[src/rtl/hazard_ctrl_unit.sv]
// ---------------------------------------------------------------------------------------------
// hazard_ctrl_unit
//
// Hazard controller for the 5-stage pipeline (fetch/decode/execute/memory/writeback).
// It sits beside the stage modules, takes their register indices and control bits and drives
// their stall/flush enables.
//
// Functions:
//   - EX-stage operand forwarding selects (Memory result beats Writeback result).
//   - Load-use stall: a load in Execute whose destination is read by the Decode instruction.
//   - Branch/jump flush when Execute resolves a taken control transfer.
//   - Multi-cycle data-memory wait: a load reaching Memory freezes the whole pipe for
//     MEM_LAT-1 cycles. A small RUN/MEM_WAIT FSM with a down-counter tracks the wait.
//   - Saturating performance counters for stall cycles and flush cycles.
//
// Parameters:
//   REG_AW   register index width; index 0 is the hard-wired zero register
//   MEM_LAT  data-memory load latency in cycles, legal 1..8 (1 = single-cycle memory)
//   CNT_W    performance counter width
//
// Ports:
//   clk, rst                       clock (rising edge), asynchronous active-low reset
//   rs1_d, rs2_d                   Decode source registers
//   rs1_e, rs2_e, rd_e             Execute sources / destination
//   regwrite_e, resultsrc_e        Execute writes a register / is a load
//   rd_m, regwrite_m, resultsrc_m  Memory destination / writes a register / is a load
//   rd_w, regwrite_w               Writeback destination / writes a register
//   pcsrc_e                        taken branch/jump in Execute
//   clr_cnt                        synchronous clear of both performance counters
//   forward_a_e, forward_b_e       ALU operand selects: 00 regfile, 10 Memory, 01 Writeback
//   stall_f/d/e/m                  hold PC / D / E / M pipeline registers
//   flush_d, flush_e               bubble D / E pipeline registers
//   mem_busy                       FSM is in MEM_WAIT
//   stall_cnt, flush_cnt           saturating cycle counters of stall_f and flush_d
// ---------------------------------------------------------------------------------------------
module hazard_ctrl_unit #(
    parameter int unsigned REG_AW  = 5,
    parameter int unsigned MEM_LAT = 1,
    parameter int unsigned CNT_W   = 32
) (
    input  logic              clk,
    input  logic              rst,

    input  logic [REG_AW-1:0] rs1_d,
    input  logic [REG_AW-1:0] rs2_d,
    input  logic [REG_AW-1:0] rs1_e,
    input  logic [REG_AW-1:0] rs2_e,
    input  logic [REG_AW-1:0] rd_e,
    input  logic              regwrite_e,
    input  logic              resultsrc_e,
    input  logic [REG_AW-1:0] rd_m,
    input  logic              regwrite_m,
    input  logic              resultsrc_m,
    input  logic [REG_AW-1:0] rd_w,
    input  logic              regwrite_w,
    input  logic              pcsrc_e,
    input  logic              clr_cnt,

    output logic [1:0]        forward_a_e,
    output logic [1:0]        forward_b_e,
    output logic              stall_f,
    output logic              stall_d,
    output logic              stall_e,
    output logic              stall_m,
    output logic              flush_d,
    output logic              flush_e,
    output logic              mem_busy,
    output logic [CNT_W-1:0]  stall_cnt,
    output logic [CNT_W-1:0]  flush_cnt
);

    // Wait counter holds at most MEM_LAT-2 = 6 for the largest legal latency.
    localparam int unsigned       WcntW      = 3;
    localparam logic [WcntW-1:0]  WaitInit   = WcntW'((MEM_LAT > 1) ? (MEM_LAT - 2) : 0);
    localparam logic              MultiCycle = (MEM_LAT > 1);
    localparam logic [CNT_W-1:0]  CntMax     = {CNT_W{1'b1}};

    typedef enum logic [0:0] {
        StRun,
        StMemWait
    } state_e;

    state_e            state_q, state_d;
    logic [WcntW-1:0]  wcnt_q, wcnt_d;
    logic [CNT_W-1:0]  stall_cnt_q, stall_cnt_d;
    logic [CNT_W-1:0]  flush_cnt_q, flush_cnt_d;

    logic              lw_stall;
    logic              mem_stall;
    logic              load_in_m;

    // -----------------------------------------------------------------------------------------
    // Forwarding
    // -----------------------------------------------------------------------------------------
    function automatic logic [1:0] fwd_sel(
        input logic [REG_AW-1:0] rs,
        input logic [REG_AW-1:0] rdm,
        input logic              wm,
        input logic [REG_AW-1:0] rdw,
        input logic              ww
    );
        logic [1:0] sel;
        sel = 2'b00;
        // The zero register never forwards: its value is a constant, not a pipeline result.
        if (rs != '0) begin
            if (wm && (rdm == rs)) begin
                sel = 2'b10;
            end else if (ww && (rdw == rs)) begin
                sel = 2'b01;
            end
        end
        return sel;
    endfunction

    always_comb begin
        forward_a_e = fwd_sel(rs1_e, rd_m, regwrite_m, rd_w, regwrite_w);
        forward_b_e = fwd_sel(rs2_e, rd_m, regwrite_m, rd_w, regwrite_w);
    end

    // -----------------------------------------------------------------------------------------
    // Stall conditions
    // -----------------------------------------------------------------------------------------
    assign load_in_m = resultsrc_m & regwrite_m;

    always_comb begin
        lw_stall = resultsrc_e && regwrite_e && (rd_e != '0) &&
                   ((rd_e == rs1_d) || (rd_e == rs2_d));
    end

    // Gated by rst so that asserting reset mid-wait releases the pipe without a clock edge,
    // even while the load is still presented at the Memory stage.
    always_comb begin
        mem_stall = 1'b0;
        if (rst) begin
            unique case (state_q)
                StRun:     mem_stall = MultiCycle && load_in_m;
                StMemWait: mem_stall = (wcnt_q != '0);
                default:   mem_stall = 1'b0;
            endcase
        end
    end

    // -----------------------------------------------------------------------------------------
    // Memory-wait FSM
    // -----------------------------------------------------------------------------------------
    always_comb begin
        state_d = state_q;
        wcnt_d  = wcnt_q;
        unique case (state_q)
            StRun: begin
                if (mem_stall) begin
                    state_d = StMemWait;
                    wcnt_d  = WaitInit;
                end
            end
            StMemWait: begin
                // wcnt==0 is the release cycle: stalls are already low and the load leaves M.
                if (wcnt_q != '0) begin
                    wcnt_d = wcnt_q - 1'b1;
                end else begin
                    state_d = StRun;
                end
            end
            default: begin
                state_d = StRun;
                wcnt_d  = '0;
            end
        endcase
    end

    always_ff @(posedge clk or negedge rst) begin
        if (!rst) begin
            state_q <= StRun;
            wcnt_q  <= '0;
        end else begin
            state_q <= state_d;
            wcnt_q  <= wcnt_d;
        end
    end

    // -----------------------------------------------------------------------------------------
    // Stall / flush outputs
    // -----------------------------------------------------------------------------------------
    always_comb begin
        stall_f = 1'b0;
        stall_d = 1'b0;
        stall_e = 1'b0;
        stall_m = 1'b0;
        flush_d = 1'b0;
        flush_e = 1'b0;
        if (mem_stall) begin
            // Whole-pipe freeze; a pending branch or load-use hazard is held in place and acted
            // on once the freeze lifts.
            stall_f = 1'b1;
            stall_d = 1'b1;
            stall_e = 1'b1;
            stall_m = 1'b1;
        end else begin
            stall_f = lw_stall;
            stall_d = lw_stall;
            // A taken branch also squashes the instruction a load-use stall would have held.
            flush_d = pcsrc_e;
            flush_e = pcsrc_e | lw_stall;
        end
    end

    // High through the release cycle as well, since the FSM is still in MEM_WAIT there.
    assign mem_busy = (state_q == StMemWait);

    // -----------------------------------------------------------------------------------------
    // Performance counters
    // -----------------------------------------------------------------------------------------
    always_comb begin
        stall_cnt_d = stall_cnt_q;
        flush_cnt_d = flush_cnt_q;
        if (clr_cnt) begin
            stall_cnt_d = '0;
            flush_cnt_d = '0;
        end else begin
            if (stall_f && (stall_cnt_q != CntMax)) begin
                stall_cnt_d = stall_cnt_q + 1'b1;
            end
            if (flush_d && (flush_cnt_q != CntMax)) begin
                flush_cnt_d = flush_cnt_q + 1'b1;
            end
        end
    end

    always_ff @(posedge clk or negedge rst) begin
        if (!rst) begin
            stall_cnt_q <= '0;
            flush_cnt_q <= '0;
        end else begin
            stall_cnt_q <= stall_cnt_d;
            flush_cnt_q <= flush_cnt_d;
        end
    end

    assign stall_cnt = stall_cnt_q;
    assign flush_cnt = flush_cnt_q;

endmodule
[config.mk]
export PLATFORM = sky130hd
export DESIGN_NAME = hazard_ctrl_unit
export DESIGN_NICKNAME = d
export VERILOG_FILES = /design/src/rtl/hazard_ctrl_unit.sv
export SDC_FILE = /design/constraint.sdc
export NUM_CORES = 1
export LEC_CHECK = 0
export ABC_CLOCK_PERIOD_IN_PS = 5200
export BUFFER_PORTS_ARGS = -buffer_cell sky130_fd_sc_hd__buf_2
export CORE_MARGIN = 3
export CORE_UTILIZATION = 50
export DETAILED_ROUTE_END_ITERATION = 7
export HOLD_SLACK_MARGIN = 0.15
export MAX_ROUTING_LAYER = met4
export PLACE_DENSITY_LB_ADDON = 0.05
export SETUP_SLACK_MARGIN = 0.15
export SLEW_MARGIN = 25
export SYNTH_ARGS = -nofsm -noshare
export SYNTH_HDL_FRONTEND = slang
export SYNTH_SLANG_ARGS = --single-unit
[constraint.sdc]
create_clock -name clk -period 5.2 [get_ports clk]
set_input_delay 1.04 -clock clk [delete_from_list [all_inputs] [get_ports clk]]
set_output_delay 1.04 -clock clk [all_outputs]
set_load 0.02 [all_outputs]
==> results.sh <==
export IMPL_final_cell_count_no_fill=681
export IMPL_max_cap_violations=0
export IMPL_cp_end_kind="output port"
export IMPL_drt_initial_drc_count=178
export IMPL_synth_compound_area_frac=0.105
export IMPL_fp_dieW_um=96.8
export IMPL_vdd_ir_drop_worst_uv=138
export IMPL_worst_slew_pin_slew_ns=0.862
export IMPL_grt_setup_unrepaired="false"
export IMPL_synth_mux_area_frac=0.0176
export IMPL_postRouteAntennaNets=0
export IMPL_whs_ns=0.472
export IMPL_die_area_um2=9370
export IMPL_slew_headroom=0.425
export IMPL_crit_start="rd_e[0]"
export IMPL_critPathKind="in2out"
export IMPL_utilization=0.638
export IMPL_routed_via_count=3845
export IMPL_hold_buffers=0
export IMPL_worstSetupEndpoint="flush_e"
export IMPL_coreArea_um2=7850
export IMPL_p_total_mw=1.18
export IMPL_p_per_area_nw_per_um2=236
export IMPL_synth_edff_count=0
export IMPL_cts_tree="done"
export IMPL_seq_area_frac_synth=0.413
export IMPL_worst_clock_skew_ns=0.0103
export IMPL_synth_main_ff_cell="dfrtp_1"
export IMPL_clockBufferDepth=2
export IMPL_worstPathRequired_ns=4.16
export IMPL_grt_pass1_vias=3563
export IMPL_synth_xor_area_frac=0.119
export IMPL_cp_max_fo=4
export IMPL_syn_inst=462
export IMPL_postSynthAreaPerCell_um2=8.93
export IMPL_crit_top_cell="buf_2"
export IMPL_grt_max_degree=69
export IMPL_ys_ff_latch=68
export IMPL_antenna_found_initial=0
export IMPL_setup_tns_ns=0
export IMPL_synth_top_family_by_area="simple AND/OR/NAND/NOR gates"
export IMPL_synth_nets=510
export IMPL_setup_viol=0
export IMPL_synthAdderAreaFrac=0.0121
export IMPL_min_period_over_period=0.636
export IMPL_routed_wl_um=9930
export IMPL_crit_reg2reg_launch="flush_cnt[0]"
export IMPL_post_cts_buffers=0
export IMPL_io_pins=119
export IMPL_post_route_cell_area_um2=5010
export IMPL_slowest_delay_ns=0.36
export IMPL_min_path_type="reg2reg"
export IMPL_crit_path_top_delay_cell="or3_1"
export IMPL_syn_area_um2=4120
export IMPL_layout_min_cycle_time_ns=3.31
export IMPL_slew_viol_final=0
export IMPL_nets=622
export IMPL_routedWlPerCell_um=14.6
export IMPL_hold_viol_final=0
export IMPL_worst_slack_ns=1.89
export IMPL_clock_root_buffer="clkbuf_8"
export IMPL_ys_warnings_count=0
export IMPL_antenna_cells=0
export IMPL_p_leak_nw=2.30
export IMPL_post_cts_resized=0
export IMPL_drc=0
export IMPL_worstReg2RegEnd="flush_cnt[25]"
export IMPL_via_per_inst=5.65
export IMPL_cts_max_level=3
export IMPL_track_usage=0.216
export IMPL_grt_ovfl_total=0
export IMPL_outcome="completed"
export IMPL_cp_arrival_ns=2.27
export IMPL_crit_path_start_kind="primary input"
export IMPL_rrSetupSlack_ns=2.30
export IMPL_grt_pass1_wl_um=16900
export IMPL_synthSimpleGateAreaFrac=0.294
export IMPL_clk_pin_slew_worst_paths_ns=0.07
export IMPL_num_rows=32
export IMPL_async_flop_share=1.00
export IMPL_fmax_ghz=0.302
export IMPL_place_area_um2=4750
export IMPL_synth_distinct_cells=43
export IMPL_die_y_um=96.8
export IMPL_numCtsBuffers=9
export IMPL_clock_sinks=68
export IMPL_num_fill_cells=717
export IMPL_area_delta_synth_final_pct=21.5
export IMPL_preCtsSetupSlack_ns=1.89
export IMPL_first_pass_iters=4
export IMPL_dp_hpwl_um=6960
export IMPL_crit_chain="buf_2 > or3_1 > o311a_1 > a21oi_1 > nor2_1 > buf_2"
export IMPL_reg2regPathDepth=7
export IMPL_drive_gt1_frac=0.256
export IMPL_gp_congestion=0.953
export IMPL_portBuffers=117
export IMPL_insertion_delay_ns=0.35
export IMPL_initial_utilization=0.526
export IMPL_dp_cells=665
[state kept, by name (all words and copies together), names as in the netlist]
| register | cells |
|---|---|
| mem_busy | 1 |
| stall_cnt | 32 |
| flush_cnt | 32 |
| wcnt_q | 3 |
[where the power goes]
part           leakage [nW]  switching (mW)  total [mW]  internal, mW
sequential            0.949         0.00283       0.533         0.530
combinational          1.22          0.0551      0.0904        0.0352
clock                 0.126           0.210       0.557         0.347
[critical path, delay by kind of cell]
kind	cells	cell delay (ns)
buffers and inverters	2	0.31
AND/OR/NAND/NOR	2	0.41
AO/OA/AOI/OAI	2	0.51
[cells by family (layout without fill, tap and decap cells)]
| logic type | Yosys count | after routing |
|---|---|---|
| adders and majority gates | 4 | 4 |
| DFF | 68 | 68 |
| AOI/OAI and AO/OA | 77 | 77 |
| and+or+nand+nor | 218 | 218 |
| xor gates and xnor gates | 56 | 56 |
| buffers and inverters | 33 | 150 |
| muxes | 6 | 6 |
[layout make-up]
type                       count  area, um^2  area share
multi-input combinational    361        2260       0.451
sequential                    68        1700       0.340
timing repair buffer         121         616       0.123
clock buffer                  11         151      0.0302
tap                          102         128      0.0255
clock inverter                 5         106      0.0212
inverter                      13        48.8     0.00974
[per-layer routing]
| metal | wire length (um) | GRT usage |
|---|---|---|
| met5 | 0 | - |
| met4 | 70 | 0.0497 |
| met3 | 602 | 0.0562 |
| met2 | 4610 | 0.341 |
| met1 | 4650 | 0.283 |
[cells in the final DEF (no fill, tap or decap), drive strengths merged, types with 4 or more instances in the layout]
cell    instances
nand3          36
nor4            6
nor2           39
buf           121
a21oi          37
xor2           26
nand2          29
inv            14
o21ai          25
and2            6
and3           17
nor2b           5
nor3            9
o31ai           9
xnor2          30
or4            11
mux2            4
ha              4
clkbuf         11
nand4          17
dfrtp          68
and4            7
or3            27
[Yosys cell counts, types with 11 or more instances]
master    count  share of area
a21oi_1      37          0.045
clkbuf_1     14          0.013
inv_1        13          0.012
nand4_1      17          0.026
xor2_1       26          0.055
nand3_1      35          0.042
and3_1       17          0.026
o21ai_0      24          0.029
or4_1        11          0.020
xnor2_1      30          0.064
dfrtp_1      68           0.41
or3_1        27          0.041
nand2_1      29          0.026
nor2_1       39          0.035
[worst min path at each step]
stage              start   endpoint  slack, ns  depth (start not counted)
6_report       wcnt_q[2]  wcnt_q[2]       0.47                          1
5_1_grt        wcnt_q[2]  wcnt_q[2]       0.51                          1
4_1_cts        wcnt_q[2]  wcnt_q[2]       0.48                          1
3_5_place_dp   wcnt_q[2]  wcnt_q[2]       0.47                          1
3_3_place_gp   wcnt_q[2]  wcnt_q[2]       0.46                          1
2_1_floorplan  wcnt_q[2]  wcnt_q[2]       0.45                          1
Note: power is estimated with default switching activity, not from simulation.
